<file path="config.mk">
export PLATFORM = sky130hd
export DESIGN_NAME = minibyte_bus_responder
export DESIGN_NICKNAME = d
export VERILOG_FILES = /design/src/rtl/minibyte_bus_responder.sv
export SDC_FILE = /design/constraint.sdc
export NUM_CORES = 1
export LEC_CHECK = 0
export BUFFER_PORTS_ARGS = -buffer_cell sky130_fd_sc_hd__buf_4
export CORE_ASPECT_RATIO = 1.1
export CORE_UTILIZATION = 50
export CTS_CLUSTER_DIAMETER = 80
export DETAILED_ROUTE_END_ITERATION = 10
export PLACE_DENSITY = 0.74
export SLEW_MARGIN = 20
export SYNTH_ARGS = -nofsm -noshare
export SYNTH_HDL_FRONTEND = slang
export SYNTH_SLANG_ARGS = --single-unit
</file>
<file path="constraint.sdc">
create_clock -name clk_in -period 1.8 [get_ports clk_in]
set_input_delay 0 -clock clk_in [delete_from_list [all_inputs] [get_ports clk_in]]
set_output_delay 0 -clock clk_in [all_outputs]
set_load 0.03 [all_outputs]
</file>
<file path="src/rtl/minibyte_bus_responder.sv">
// Memory-mapped responder for the minibyte CPU: 32x8 RAM, GPIO and an optional reload timer.
// The timer block is compiled in only when MINIBYTE_RESPONDER_TIMER_EN is defined.
module minibyte_bus_responder (
  input  logic       clk_in,
  input  logic       rst_in,
  input  logic [7:0] addr_in,
  input  logic [7:0] data_in,
  input  logic       we_in,
  output logic [7:0] data_out,
  input  logic [7:0] gpio_in,
  output logic [7:0] gpio_out,
  output logic       timer_tick_out
);

  localparam logic [7:0] ADDR_GPIO_OUT = 8'hF0;
  localparam logic [7:0] ADDR_GPIO_IN  = 8'hF1;

  logic [7:0] ram [32];
  logic [7:0] gpo;
  logic [7:0] sync1;
  logic [7:0] sync2;
  logic       ram_sel;
  logic [7:0] rd_data;

  assign ram_sel = (addr_in[7:5] == 3'b000);

  always_ff @(posedge clk_in or negedge rst_in) begin
    if (!rst_in) begin
      for (int unsigned i = 0; i < 32; i++) begin
        ram[i] <= '0;
      end
    end else if (we_in && ram_sel) begin
      ram[addr_in[4:0]] <= data_in;
    end
  end

  always_ff @(posedge clk_in or negedge rst_in) begin
    if (!rst_in) begin
      gpo <= '0;
    end else if (we_in && (addr_in == ADDR_GPIO_OUT)) begin
      gpo <= data_in;
    end
  end

  always_ff @(posedge clk_in or negedge rst_in) begin
    if (!rst_in) begin
      sync1 <= '0;
      sync2 <= '0;
    end else begin
      sync1 <= gpio_in;
      sync2 <= sync1;
    end
  end

  assign gpio_out = gpo;

`ifdef MINIBYTE_RESPONDER_TIMER_EN
  localparam logic [7:0] ADDR_TIMER_CNT    = 8'hF2;
  localparam logic [7:0] ADDR_TIMER_RELOAD = 8'hF3;
  localparam logic [7:0] ADDR_TIMER_CTRL   = 8'hF4;
  localparam logic [7:0] ADDR_TIMER_STAT   = 8'hF5;

  logic [7:0] cnt;
  logic [7:0] reload;
  logic       enable;
  logic       expired;
  logic       ctrl_wr;
  logic       enable_rise;
  logic       expire;
  logic       stat_clear;

  assign ctrl_wr     = we_in && (addr_in == ADDR_TIMER_CTRL);
  assign enable_rise = ctrl_wr && data_in[0] && !enable;
  // Expiry is decided by the current enable, so the edge that disables the timer still completes its step.
  assign expire      = enable && (cnt == '0);
  assign stat_clear  = we_in && (addr_in == ADDR_TIMER_STAT) && data_in[0];

  always_ff @(posedge clk_in or negedge rst_in) begin
    if (!rst_in) begin
      cnt <= '0;
    end else if (enable_rise || expire) begin
      cnt <= reload;
    end else if (enable) begin
      cnt <= cnt - 8'd1;
    end
  end

  always_ff @(posedge clk_in or negedge rst_in) begin
    if (!rst_in) begin
      reload <= '0;
    end else if (we_in && (addr_in == ADDR_TIMER_RELOAD)) begin
      reload <= data_in;
    end
  end

  always_ff @(posedge clk_in or negedge rst_in) begin
    if (!rst_in) begin
      enable <= 1'b0;
    end else if (ctrl_wr) begin
      enable <= data_in[0];
    end
  end

  always_ff @(posedge clk_in or negedge rst_in) begin
    if (!rst_in) begin
      expired <= 1'b0;
    end else if (expire) begin
      expired <= 1'b1;
    end else if (stat_clear) begin
      expired <= 1'b0;
    end
  end

  assign timer_tick_out = expire;
`else
  assign timer_tick_out = 1'b0;
`endif

  always_comb begin
    rd_data = '0;
    if (ram_sel) begin
      rd_data = ram[addr_in[4:0]];
    end else begin
      case (addr_in)
        ADDR_GPIO_OUT:     rd_data = gpo;
        ADDR_GPIO_IN:      rd_data = sync2;
`ifdef MINIBYTE_RESPONDER_TIMER_EN
        ADDR_TIMER_CNT:    rd_data = cnt;
        ADDR_TIMER_RELOAD: rd_data = reload;
        ADDR_TIMER_CTRL:   rd_data = {7'd0, enable};
        ADDR_TIMER_STAT:   rd_data = {7'd0, expired};
`endif
        default:           rd_data = '0;
      endcase
    end
  end

  assign data_out = rd_data;

endmodule

</file>
==> out/metrics.csv, run 1 <==
stage,metric,value,unit
run_status,status,"complete, but fails checks",
run_status,failing checks,"design-rule violations, negative hold slack, negative setup slack",
critical_path,RR Startpoint,ram[195],
power,Lkg Pwr,7.44,nW
power,total power,14.1,mW
synthesis,Post-synth EDFFs,0,
layout,"commonest non-fill, non-tap cells in the layout","dfrtp_1, mux2_2, buf_4, mux2i_1, mux4_2",
worst_hold_path,Hold Startpoint,data_in[7],
power,maximum vdd drop,0.711,mV
synthesis,Synth Warn #,0,
worst_hold_path,hold depth,2,
worst_hold_path,Hold Path Sink,ram[199],
layout,Antenna diodes,0,
grt,gr usage total,24.4,%
route,DR pass1 iterations,7,
sta,Fmax achieved,415,MHz
die,height of the die,170,um
critical_path,worst reg2reg path endpoint,ram[195],
clocking,H-tree levels,1,
critical_path,WS Path Type,reg2out,
synthesis,#FFs+latches synth,280,
route,Residual DRC,2,
grt,largest net degree at the start of global routing,42,
layout,synthesis-to-finish area growth,20.6,%
sta,final hold vios,2,
die,Initial Util,50.8,%
layout,# fillers,1872,
layout,design area,15500,sq um
place,IO buf count,42,
die,Chip Width,155,um
clocking,"CTS clk-pin slew, worst paths",0.06,ns
synthesis,Gate Count Post-Synth,849,
sta,PnR worst setup slack,-0.611,ns
sta,"Setup violations, final",8,
place,final HPWL from detailed placement,20.2,mm
route,vias per cell,5.83,
die,DIE AREA,26300,sq um
sta,Hold WS,-0.00598,ns
clocking,CTS sink count,280,
clocking,clock buffer depth,3,
critical_path,worst-path fanout max,2,
synthesis,Synth Flop Type,dfrtp_1,
sta,clock skew,0.000760,ns
die,FP Rows,61,
route,DR WL/cell,23.1,um
worst_hold_path,Hold Path Class,in2reg,
synthesis,mapped cell area,12800,sq um
die,Core Region,25300,sq um
synthesis,"Seq/Total Area, Yosys",54.6,%
critical_path,CP startpoint kind,register,
layout,Layout Nets,980,
critical_path,Critical Path RT,1.80,ns
sta,worst slew pin tran,0.838,ns
critical_path,Critical Path Start,ram[211],
layout,"most common cell after layout, fill and taps aside",dfrtp_1,
clocking,TritonCTS clock tree,yes,
route,vias,7683,
die,IO Pins,44,
synthesis,Syn Area/Cell,15.1,sq um
clocking,Inserted Clock Buffers,30,
sta,Final min period,2.41,ns
critical_path,crit end category,output pin,
route,initial detailed-routing violation count,373,
grt,initial antenna violation count,0,
route,"antenna viol nets, final",0,
grt,first-pass GRT wire length,49.1,mm
critical_path,R2R Setup Slk,0.77,ns
clocking,clock latency on the worst-skew pair,0.55,ns
critical_path,crit path DAT,2.41,ns
place,RD Place Congestion,0.875,
grt,gr ovfl total,0,
power,Power Density,911,nW/um^2
route,final wirelength,30.4,mm
run,Max Cap Violations,0,
sta,pins over their slew limit,0,
clocking,CTS root buffer,clkbuf_16,
critical_path,r2r worst-path depth,3,
synthesis,Synthesized Nets,876,
sta,relative slew slack,43.9,%
grt,vias in the first global route,8430,
synthesis,Netlist cell types,55,
sta,RSZ-0062 raised after global routing,yes,
layout,share of layout cells above drive strength 1,53.7,%
sta,Final Cycle Share,134,%
synthesis,asr flop ratio synth,100,%
place,Area after DPL,14200,sq um
-- layer usage --
| layer | global-route usage (%) | share of wire [%] |
|---|---|---|
| met5 | 0 | 0 |
| met4 | 7.66 | 2.6 |
| met3 | 2.42 | 3.1 |
| met2 | 42.3 | 51 |
| met1 | 32.6 | 44 |
-- what timing repair did --
action | in CTS | in global routing
buffers inserted | 1 | 1
gates resized for setup | 26 | 14
hold buffers | 11 | 0
gates cloned | 0 | 0
setup endpoints to repair | 8 | 8
pin swaps | 16 | 12
hold endpoints to repair | 288 | 0
-- metrics by stage --
step | hold slack (ns) | utilization (%) | instances | TNS [ns] | setup WS, ns
after detailed placement | -0.0222 | 56.0 | 1254 | -4.57 | -0.184
after CTS | 0.00300 | 61.0 | 1317 | -4.50 | -0.630
after floorplan | -0.296 | - | 849 | 0 | 0.0762
after global routing | 0.0112 | 61.3 | 1318 | -4.80 | -0.665
after global placement | -0.0261 | 56.0 | 1254 | -2.81 | -0.182
final | -0.00598 | 61.3 | 1318 | -4.30 | -0.611
-- cell type report --
cell class | instances | area [sq um] | area share (%)
tap | 346 | 433 | 2.80
inverter | 3 | 11.3 | 0.0728
multi-input combinational | 508 | 5720 | 36.9
sequential | 280 | 7010 | 45.3
clock buffer | 45 | 898 | 5.80
clock inverter | 6 | 83.8 | 0.542
timing repair buffer | 130 | 1330 | 8.57
-- state kept, by name, summed over array words and instances (netlist names) --
signal / cells
ram: 256
gpio_out: 8
sync2: 8
sync1: 8
-- synth_stat cells (2+ instances only) --
cell | number | area share [%]
dfrtp_1 | 280 | 55
clkbuf_1 | 34 | 0.99
and3b_1 | 2 | 0.14
nor2_2 | 4 | 0.19
nor3b_4 | 2 | 0.29
nand2_1 | 8 | 0.23
or4_1 | 7 | 0.41
mux4_2 | 42 | 7.4
nand3_1 | 3 | 0.12
inv_1 | 2 | 0.059
mux2i_1 | 51 | 4.0
o21ai_0 | 8 | 0.31
mux2_2 | 245 | 21
nor2_4 | 3 | 0.26
o21a_1 | 7 | 0.41
buf_2 | 12 | 0.47
nor3_1 | 2 | 0.078
a22oi_1 | 2 | 0.12
mux2_1 | 20 | 1.8
nand2_2 | 19 | 0.93
nor2_1 | 12 | 0.35
o22ai_1 | 19 | 0.93
a221oi_1 | 14 | 0.96
buf_4 | 10 | 0.58
nor2b_1 | 9 | 0.44
nor3_4 | 3 | 0.38
-- cell families (layout without fill, tap and decap cells) --
kind of cell | count (synthesis) | count (layout) | synth area share [%]
multiplexers | 358 | 358 | 34.6
AO/OA/AOI/OAI | 56 | 56 | 3.07
buffers and inverters | 61 | 184 | 2.25
flip-flops | 280 | 280 | 54.6
other | 1 | 1 | 0.0292
AND/OR/NAND/NOR | 93 | 93 | 5.48
-- report_power, final --
part           total [mW]  switching (mW)  internal (mW)
Clock                6.08            2.39           3.69
Sequential           6.75           0.156           6.60
Combinational        1.27           0.668          0.599
-- worst max-delay path: stages, from the launching register on --
cell and delay (ns):
dfrtp_1 0.39, mux2i_2 0.20, o22ai_2 0.13, or4_4 0.54
a221oi_2 0.21, buf_4 0.18, o22ai_4 0.07, buf_6 0.16
-- worst max-delay path by stage --
stage / endpoint
after global placement: data_out[0]
final: data_out[3]
after detailed placement: data_out[6]
after CTS: data_out[3]
after global routing: data_out[2]
after floorplan: data_out[0]
No activity file was read; power rests on OpenSTA's default activity.
==> run 2, diff against run 1 <==
--- a/config.mk
+++ b/config.mk
@@ -11,5 +11,6 @@
 export CTS_CLUSTER_DIAMETER = 80
 export DETAILED_ROUTE_END_ITERATION = 10
-export PLACE_DENSITY = 0.74
+export GPL_TIMING_DRIVEN = 0
+export PLACE_DENSITY_LB_ADDON = 0.05
 export SLEW_MARGIN = 20
 export SYNTH_ARGS = -nofsm -noshare
==> constraint.sdc (replaced) <==
create_clock -name clk_in -period 1.8 [get_ports clk_in]
set_input_delay 0 -clock clk_in [delete_from_list [all_inputs] [get_ports clk_in]]
set_output_delay 0 -clock clk_in [all_outputs]
set_load 0.01 [all_outputs]
==> run 2 against run 1 <==
Compared with the run above: sequential share of layout area is 1.1 points higher; highest routed layer unchanged; the run ends with negative setup slack left; register-to-register slack better by 0.15 ns; die area stayed put.
==> out/metrics.csv, run 2 (synthesis results as in run 1) <==
stage,metric,value,unit
run_status,status,"complete, but fails checks",
run_status,failing checks,negative setup slack,
clocking,clock buffer depth,3,
layout,"commonest non-fill, non-tap cells in the layout","dfrtp_1, mux2_2, buf_4, mux2i_1, mux4_2",
sta,Final Cycle Share,135,%
sta,worst slew pin tran,0.962,ns
clocking,CTS root buffer,clkbuf_16,
clocking,TritonCTS clock tree,yes,
sta,pins over their slew limit,0,
die,DIE AREA,26300,sq um
route,"antenna viol nets, final",0,
die,FP Rows,61,
layout,Layout Nets,970,
clocking,clock latency on the worst-skew pair,0.56,ns
die,height of the die,170,um
die,IO Pins,44,
die,Core Region,25300,sq um
sta,final hold vios,0,
grt,gr usage total,27.5,%
layout,synthesis-to-finish area growth,17.7,%
critical_path,worst reg2reg path endpoint,ram[231],
sta,PnR worst setup slack,-0.639,ns
clocking,Inserted Clock Buffers,31,
layout,design area,15100,sq um
die,Initial Util,50.8,%
grt,largest net degree at the start of global routing,106,
critical_path,Critical Path RT,1.80,ns
layout,"most common cell after layout, fill and taps aside",dfrtp_1,
route,vias,7727,
grt,first-pass GRT wire length,52.8,mm
place,final HPWL from detailed placement,23.5,mm
critical_path,r2r worst-path depth,2,
place,IO buf count,41,
grt,initial antenna violation count,0,
critical_path,Critical Path Start,ram[241],
place,RD Place Congestion,0.811,
route,final wirelength,34.4,mm
route,Residual DRC,0,
critical_path,crit end category,output pin,
clocking,CTS sink count,280,
sta,"Setup violations, final",8,
sta,Final min period,2.44,ns
power,Lkg Pwr,7.18,nW
critical_path,CP startpoint kind,register,
route,initial detailed-routing violation count,382,
sta,RSZ-0062 raised after global routing,yes,
sta,relative slew slack,35.8,%
clocking,"CTS clk-pin slew, worst paths",0.06,ns
worst_hold_path,Hold Path Class,in2async,
grt,gr ovfl total,0,
route,vias per cell,5.88,
run,Max Cap Violations,0,
critical_path,crit path DAT,2.44,ns
layout,share of layout cells above drive strength 1,49.7,%
clocking,H-tree levels,1,
layout,number of flip-flops in the largest register,256,
grt,vias in the first global route,8501,
power,Power Density,957,nW/um^2
critical_path,WS Path Type,reg2out,
sta,Fmax achieved,410,MHz
place,Area after DPL,13600,sq um
layout,Antenna diodes,0,
power,maximum vdd drop,0.649,mV
route,DR WL/cell,26.2,um
layout,register with the most flip-flops,ram,
critical_path,R2R Setup Slk,0.92,ns
route,DR pass1 iterations,7,
layout,register area,7010,sq um
die,Chip Width,155,um
layout,# fillers,1953,
place,dpl ws,-0.827,ns
critical_path,RR Startpoint,ram[231],
critical_path,CP endpoint,data_out[1],
layout,Multi-input gate area,5760,sq um
sta,clock skew,0.00327,ns
critical_path,worst-path fanout max,2,
-- run 2: changes by cell type in the layout (fill, tap and decap cells not counted), moves of 6 or more --
cell / change
a221oi_4: +6
buf_12: -23
buf_2: +9
buf_4: -34
buf_6: -7
clkbuf_1: +28
clkinv_2: +6
dlygate4sd3_1: +7
o22ai_1: +7
-- run 2: critical path: stages, from the launching register on --
cell      delay [ns]
dfrtp_1         0.39
mux2i_1         0.13
o22ai_1         0.16
or4_4           0.59
a221oi_4        0.31
o22ai_1         0.13
buf_4           0.16
-- run 2: where the power goes --
group          leakage, nW  switching (mW)  internal (mW)
Sequential            3.83           0.151           6.60
Clock                0.533            2.56           3.90
Combinational         2.82           0.694          0.556
-- run 2: what timing repair did --
action	in CTS	in global routing
pin swaps	9	6
endpoints found under the setup margin	8	8
hold endpoints to repair	160	0
buffers inserted	1	0
gates resized for setup	31	9
hold buffers	17	0
-- run 2: metrics by stage --
stage | cells | total power [mW] | utilization, % | setup TNS, ns | hold slack (ns)
after floorplan | 849 | 7.49 | - | 0 | -0.296
after global placement | 1236 | 7.96 | 53.7 | -443.46 | 0.110
after CTS | 1313 | 14.6 | 59.6 | -4.45 | 0.0156
final | 1313 | 14.5 | 59.8 | -4.30 | 0.0143
after detailed placement | 1238 | 8.03 | 54.0 | -50.60 | 0.0247
after global routing | 1313 | 15.0 | 59.8 | -4.77 | 0.0222
-- run 2: layout make-up --
cell class | count | share of cell area, %
sequential | 280 | 46.4
multi-input combinational | 508 | 38.1
inverter | 3 | 0.0745
buffer | 58 | 1.89
clock inverter | 13 | 0.795
timing repair buffer | 61 | 3.63
tap | 346 | 2.87
clock buffer | 44 | 6.25
-- run 2: metal layers --
layer  global-route usage, %  wire length (um)  vias up
met5                       0                 0        -
met4                    10.8              1340        0
met3                    3.82              1340       69
met2                    43.8             16100      159
met1                    38.3             15600     4147
li1                        -                 -     3352
-- run 2: worst min path at each step --
stage / start / end / slack [ns] / cells past startpoint
final: rst_in / ram[99] / 0.01 / 2
after global placement: gpio_in[1] / sync1[1] / 0.11 / 1
after floorplan: rst_in / gpio_out[0] / -0.30 / 0
after CTS: we_in / gpio_out[2] / 0.02 / 3
after detailed placement: rst_in / ram[99] / 0.02 / 1
after global routing: we_in / gpio_out[7] / 0.02 / 3
